$ cat src/rtl/serial_alu.sv
// Bit-serial ALU: WIDTH-bit operands, one bit per clock, LSB first.
// Eight ops with start/busy/done handshake and registered flags.
module serial_alu #(
  parameter int WIDTH = 8
) (
  input  logic             clk,
  input  logic             rst,
  input  logic             start,
  input  logic [2:0]       oper,
  input  logic [WIDTH-1:0] a,
  input  logic [WIDTH-1:0] b,
  input  logic             c_in,
  output logic             busy,
  output logic             done,
  output logic [WIDTH-1:0] result,
  output logic             c_out,
  output logic             zero,
  output logic             ovf
);

  localparam int CW = $clog2(WIDTH);

  typedef enum logic {
    S_IDLE,
    S_RUN
  } state_t;

  state_t state_q, state_d;

  logic [2:0]       op_q, op_d;
  logic [WIDTH-1:0] a_sh_q, a_sh_d;
  logic [WIDTH-1:0] b_sh_q, b_sh_d;
  logic [WIDTH-1:0] r_sh_q, r_sh_d;
  logic             cy_q, cy_d;
  logic [CW-1:0]    cnt_q, cnt_d;

  logic             busy_q, busy_d;
  logic             done_q, done_d;
  logic [WIDTH-1:0] res_q, res_d;
  logic             c_out_q, c_out_d;
  logic             zero_q, zero_d;
  logic             ovf_q, ovf_d;

  logic             x_bit;
  logic             y_bit;
  logic             r_bit;
  logic             k_nx;
  logic             arith;
  logic             last;
  logic [WIDTH-1:0] full;

  // One-bit slice: operand inversion, sum/logic bit and next carry
  always_comb begin
    x_bit = a_sh_q[0];
    y_bit = b_sh_q[0];
    arith = 1'b0;
    r_bit = 1'b0;
    k_nx  = cy_q;
    unique case (op_q)
      3'b000: arith = 1'b1;
      3'b001: begin
        arith = 1'b1;
        y_bit = ~b_sh_q[0];
      end
      3'b010: begin
        arith = 1'b1;
        x_bit = ~a_sh_q[0];
      end
      3'b011: r_bit = x_bit | y_bit;
      3'b100: r_bit = x_bit & y_bit;
      3'b101: r_bit = ~x_bit & y_bit;
      3'b110: r_bit = x_bit ^ y_bit;
      3'b111: r_bit = ~(x_bit ^ y_bit);
    endcase
    if (arith) begin
      r_bit = x_bit ^ y_bit ^ cy_q;
      k_nx  = (x_bit & y_bit)
            | (x_bit & cy_q)
            | (y_bit & cy_q);
    end
  end

  assign last = (cnt_q == CW'(WIDTH - 1));
  assign full = {r_bit, r_sh_q[WIDTH-1:1]};

  // Next-state: accept in IDLE, shift one bit per RUN cycle, commit on last
  always_comb begin
    state_d = state_q;
    op_d    = op_q;
    a_sh_d  = a_sh_q;
    b_sh_d  = b_sh_q;
    r_sh_d  = r_sh_q;
    cy_d    = cy_q;
    cnt_d   = cnt_q;
    busy_d  = busy_q;
    done_d  = 1'b0;
    res_d   = res_q;
    c_out_d = c_out_q;
    zero_d  = zero_q;
    ovf_d   = ovf_q;
    unique case (state_q)
      S_IDLE: begin
        if (start) begin
          op_d    = oper;
          a_sh_d  = a;
          b_sh_d  = b;
          cy_d    = (oper == 3'b010) ? ~c_in : c_in;
          cnt_d   = '0;
          busy_d  = 1'b1;
          state_d = S_RUN;
        end
      end
      S_RUN: begin
        r_sh_d = full;
        a_sh_d = a_sh_q >> 1;
        b_sh_d = b_sh_q >> 1;
        cy_d   = k_nx;
        cnt_d  = cnt_q + 1'b1;
        if (last) begin
          res_d   = full;
          c_out_d = arith & k_nx;
          ovf_d   = arith & (cy_q ^ k_nx);
          zero_d  = (full == '0);
          done_d  = 1'b1;
          busy_d  = 1'b0;
          state_d = S_IDLE;
        end
      end
    endcase
  end

  // State and datapath registers with synchronous reset
  always_ff @(posedge clk) begin
    if (rst) begin
      state_q <= S_IDLE;
      op_q    <= '0;
      a_sh_q  <= '0;
      b_sh_q  <= '0;
      r_sh_q  <= '0;
      cy_q    <= 1'b0;
      cnt_q   <= '0;
      busy_q  <= 1'b0;
      done_q  <= 1'b0;
      res_q   <= '0;
      c_out_q <= 1'b0;
      zero_q  <= 1'b0;
      ovf_q   <= 1'b0;
    end else begin
      state_q <= state_d;
      op_q    <= op_d;
      a_sh_q  <= a_sh_d;
      b_sh_q  <= b_sh_d;
      r_sh_q  <= r_sh_d;
      cy_q    <= cy_d;
      cnt_q   <= cnt_d;
      busy_q  <= busy_d;
      done_q  <= done_d;
      res_q   <= res_d;
      c_out_q <= c_out_d;
      zero_q  <= zero_d;
      ovf_q   <= ovf_d;
    end
  end

  assign busy   = busy_q;
  assign done   = done_q;
  assign result = res_q;
  assign c_out  = c_out_q;
  assign zero   = zero_q;
  assign ovf    = ovf_q;

endmodule

$ cat config.mk
export PLATFORM = sky130hd
export DESIGN_NAME = serial_alu
export DESIGN_NICKNAME = d
export VERILOG_FILES = /design/src/rtl/serial_alu.sv
export SDC_FILE = /design/constraint.sdc
export NUM_CORES = 1
export LEC_CHECK = 0
export CORE_MARGIN = 5
export CORE_UTILIZATION = 50
export DETAILED_ROUTE_END_ITERATION = 10
export PLACE_DENSITY_LB_ADDON = 0.3
export SYNTH_ARGS = -nofsm -noshare
export SYNTH_HDL_FRONTEND = slang
export SYNTH_SLANG_ARGS = --single-unit
$ cat constraint.sdc
create_clock -name clk -period 3.9 [get_ports clk]
set_clock_uncertainty 0.1 [all_clocks]
set_input_delay 0.975 -clock clk [delete_from_list [all_inputs] [get_ports clk]]
set_output_delay 0.975 -clock clk [all_outputs]
set_load 0.02 [all_outputs]
# Word-level counts from Yosys, hierarchy flattened
# Cells that the tools add are included.
[word_totals]
out_inout_bits = 13
wordCells = 73
reg_bits = 45
input_bits = 23
[op_classes]
bitwise_logic = 19
add_sub_neg = 1
mux = 22
n_eq_ne = 11
n_reduce_logical = 7
[op_table]
columns = ["cell", "count"]
rows = [
  ["$pmux W8 S2", 2],
  ["$mux W8", 2],
  ["$eq A3 B3 Y1 const B", 5],
  ["$mux W1", 12],
  ["$eq A3 B2 Y1 const B", 3],
  ["$logic_not A8 Y1", 1],
  ["$and A1 B1 Y1", 7],
  ["$pmux W1 S2", 3],
  ["$pmux W3 S2", 1],
  ["$reduce_and A2 Y1", 3],
  ["$not A1 Y1", 5],
  ["$pmux W1 S5", 1],
  ["$xor A1 B1 Y1", 4],
  ["$add A3 B1 Y3 const B", 1],
  ["$eq A3 B1 Y1 const B", 1],
  ["$logic_not A3 Y1", 1],
  ["$mux W3", 1],
  ["$or A1 B1 Y1", 3],
  ["$reduce_or A3 Y1", 1],
  ["$ne A2 B1 Y1 const B", 1],
  ["$ne A2 B2 Y1 const B", 1],
  ["$reduce_or A2 Y1", 1],
]

# Longest topological paths before layout
[depth]
word_depth = 8
depth_mapped = 9
depth_no_buf = 8

# Worst setup path before layout
# OpenSTA, ideal clock, no wires.
[synth_path]
kind = "input -> register"
start = "input start"
end = "register a_sh_q[4]"
arrival_ns = 1.716
t_required_ns = 3.672
n_path_buf = 2
path_stages = 6
setup_slack_ns = 1.957
setup_time_ns = 0.128
cell_sequence = "buf_2 buf_2 mux2i_1 nor2_1 a21oi_1 nor2_1"
[synth_between]
elab_chain_cells = 1
[synth_lines]
columns = ["element", "line", "text"]
rows = [
  ["start, declared", "8", "input logic start,"],
  ["$ne A2 B2 Y1 (no source line)", "n/a", ""],
  ["end signal, assigned", "151", "a_sh_q <= a_sh_d;"],
  ["end, declared", "31", "logic [WIDTH-1:0] a_sh_q, a_sh_d;"],
]
# Every way passes these cells.
# A chain may end at the register's enable or synchronous reset.

# Final worst setup path
[layout_path]
start = "input start"
end = "register a_sh_q[2]"
# The elaborated chain is that of the path after synthesis.

==> summary.md <==
| Metric | Value |
|---|---|
| Status | finished clean |
| Ratio of cells with drive above 1 in the final layout | 5.20% |
| Syn Std Cell Area | 1930 um^2 |
| Grt ovf | 0 |
| R2R Path End | r_sh_q[7]$_SDFFE_PP0P_ |
| CTS Buffer Depth | 2 |
| # IOs | 36 |
| First-pass GRT wire length | roughly 6.2 mm |
| Via-to-Cell Ratio | 5.09 |
| RSZ-0062 raised after global routing | no |
| Num CTS Buffers | 5 |
| Critical path's largest stage delay | 770 ps |
| Synth Area in XOR/XNOR | 2.72% |
| Skew-Pair Late Insertion Delay | 290 ps |
| Most used cell, CP | nor2_1 |
| Synth Area in Compound Gates | 11.3% |
| Fillcell total | 338 |
| Prevailing post-synth register cell | dfxtp_1 |
| Worst reg-to-reg path cell count | 7 |
| Core area | 3690 um^2 |
| Post-CTS Hold Buffers | 0 |
| Avg WL per Cell | 12.1 um |
| Post-DP HPWL | approximately 2.5 mm |
| Sequential Area | 882 um^2 |
| DR pass1 iterations | 4 |
| Pins over their slew limit | 0 |
| Post-synthesis mux area share | around 14% |
| Pleak | about 0.94 nW |
| Crit path to | a_sh_q[2]$_SDFFE_PP0P_ |
| Slew Limit Headroom | 60.4% |
| Area Growth Syn to Fin | 22.0% |
| Crit end category | flop |
| VDD IR max | around 0.23 mV |
| Final setup vio count | 0 |
| PD cells | between 300 and 400 nW/um^2 |
| Clock slew at reported path FFs | 70 ps |
| Adder-cell area share of the yosys netlist | between 2 and 3% |
| Synth warn | 0 |
| Critical Path Start | start |
| Slowest cell on crit path | clkdlybuf4s50_1 |
| Final WL | 3.60 mm |
| Post-cts sizing count | 0 |
| Net count, final | 277 |
| Clock sink count | 44 |
| Pwr Total | 862 uW |
| Final GP Congestion | 0.709 |
| Chip width | roughly 70 um |
| Asr flop ratio synth | 0% |
| Crit path launch type | input port |
| Max-cap violations | 0 |
| Largest net degree at the start of global routing | a little under 50 |
| Fmax | 405 MHz |
| Pre-CTS worst setup slack | 1130 ps |
| Yosys cell types | 32 |
| H-tree levels | 2 |
| Kind of critical path | input port to flop |
| Sequential-to-total area share from yosys stat | a little under half |
| Worst Path Required | 3980 ps |
| Worst path cell trace | clkdlybuf4s50_1, buf_4, mux2i_1, nor2_1, a21oi_1, nor2_1 |
| Worst hold slack | 358 ps |
| CTS tree | built |
| Type of the most critical hold path | flop to flop |
| RR Startpoint | op_q[0]$_SDFFE_PP0P_ |
| Mapped Nets | between 200 and 250 |
| Synthesis-stage register bit count | 44 |
| Post-Syn Instances | 222 |
| Root Driver | clkbuf_8 |
| Worst-margin pin slew | between 500 and 600 ps |
| Largest family of logic cells by synthesized area | simple AND/OR/NAND/NOR gates |
| Gr usage total | 15.0% |
| Initial antenna violation count | 0 |
| Arr. time, crit path | 2540 ps |
| CP Max Fanout | 16 |
| # rows | 22 |
| Die area | approximately 5200 um^2 |
| R2R Setup Slk | 1790 ps |
| DR vias | roughly 1500 |
| Final worst slack | 1430 ps |
| Simple-gate share of the synthesized area | a little under a fifth |
| Setup TNS | 0 ps |
| Post-synth EDFFs | 0 |
| Avg Inst Size Synth | 8.70 um^2 |
| DRT iter0 DRCs | 64 |
| Die height | between 70 and 80 um |
| Ant. Diodes | 0 |
| Vias in the first global route | roughly 1400 |
| Setup bufs post-CTS | 0 |
| Post-layout min period | 2470 ps |
| Initial core utilization | between 50% and 60% |
| Routed Antenna Nets | 0 |
| Post-route DRC | 0 |
| PortBufs | 35 |
| Final period utilization | 63.3% |
| Final hold violations | 0 |
| Multi-input gate area | between 900 and 1000 um^2 |
-- cell usage after synthesis, drive strengths merged (2+ instances only) --
library cell,n,area (um^2)
buf,10,58.8
nor3,5,25.0
nand3,2,10.0
inv,3,11.3
clkbuf,7,27.5
ha,3,37.5
a211oi,3,27.5
dfxtp,44,881
xnor2,4,35.0
nor2,46,173
nand2b,2,12.5
nor3b,5,42.5
a21oi,30,150
nand2,20,75.1
mux2i,25,250
xor2,2,17.5
-- worst min path at each step --
stage	startpoint	end	slack, ps	depth (start not counted)
floorplan	r_sh_q[1]$_SDFFE_PP0P_	result[0]$_SDFFE_PP0P_	340	2
global placement	result[6]$_SDFFE_PP0P_	result[6]$_SDFFE_PP0P_	340	2
detailed placement	result[1]$_SDFFE_PP0P_	result[1]$_SDFFE_PP0P_	350	2
CTS	result[6]$_SDFFE_PP0P_	result[6]$_SDFFE_PP0P_	360	2
global route	result[3]$_SDFFE_PP0P_	result[3]$_SDFFE_PP0P_	390	2
finish	ovf$_SDFFE_PP0P_	ovf$_SDFFE_PP0P_	360	2
-- power by group --
part	leakage [nW]	switching [mW]	total [mW]	internal [mW]
Clock	0.0410	0.141	0.263	0.122
Combinational	0.537	0.0579	0.119	0.0610
Sequential	0.359	0.0144	0.481	0.466
Total	0.937	0.213	0.862	0.649
-- stage by stage --
step | instances | util [%] | instance area [um^2]
after floorplan | 222 | - | 1930
after global placement | 291 | 61.8 | 2280
after detailed placement | 291 | 61.8 | 2280
after CTS | 298 | 63.9 | 2360
after global routing | 298 | 63.9 | 2360
final | 298 | 63.9 | 2360
-- area by class of cell --
type                       count  area share [%]
sequential                    44            37.4
clock inverter                 1           0.212
inverter                       3           0.478
timing repair buffer          38            15.8
multi-input combinational    158            40.4
clock buffer                   6            3.08
tap                           48            2.55
-- kinds of logic (layout without fill, tap and decap cells) --
group	count (synthesis)	after routing
AOI/OAI and AO/OA	38	38
xor gates and xnor gates	6	6
adders and majority gates	4	4
buffers and inverters	20	48
DFF	44	44
muxes	26	26
and+or+nand+nor	84	84
-- state kept, by name, summed over array words and instances (netlist names) --
signal   count
a_sh_q       8
b_sh_q       8
result       8
r_sh_q       7
cnt_q        3
op_q         3
busy         1
c_out        1
cy_q         1
done         1
ovf          1
state_q      1
zero         1
-- placed cells by master (no fill, tap or decap) --
cell             instances
mux2i_1                 25
fa_1                     1
dfxtp_1                 43
clkbuf_8                 5
o21a_1                   1
ha_1                     3
clkbuf_1                 1
a211oi_2                 1
o21bai_1                 1
nor2_1                  46
nor3b_1                  4
nand2_1                 20
a211o_1                  1
buf_4                    3
a21o_1                   1
a211oi_1                 2
clkinv_2                 1
and2_1                   1
nor2b_1                  1
nand3_1                  2
inv_1                    3
dfxtp_2                  1
mux2_2                   1
nor3_1                   5
xnor2_1                  4
xor2_1                   2
a21oi_1                 30
nor4_1                   1
clkdlybuf4s50_1         35
a22o_1                   1
nor3b_2                  1
nand2b_1                 2
and3_1                   1
-- metal layers --
metal | GRT usage (%) | vias up | share of wire (%)
li1 | - | 793 | -
met1 | 18.5 | 700 | 49
met2 | 24.3 | 20 | 45
met3 | 4.71 | 5 | 3.8
met4 | 5.64 | 0 | 1.5
met5 | 0 | - | 0
-- worst max-delay path: cells and delay by family --
kind | cells | cell delay (ps)
AOI/OAI and AO/OA | 1 | 130
buffers and inverters | 2 | 1110
muxes | 1 | 220
and+or+nand+nor | 2 | 100
No activity file was read; power rests on OpenSTA's default activity.
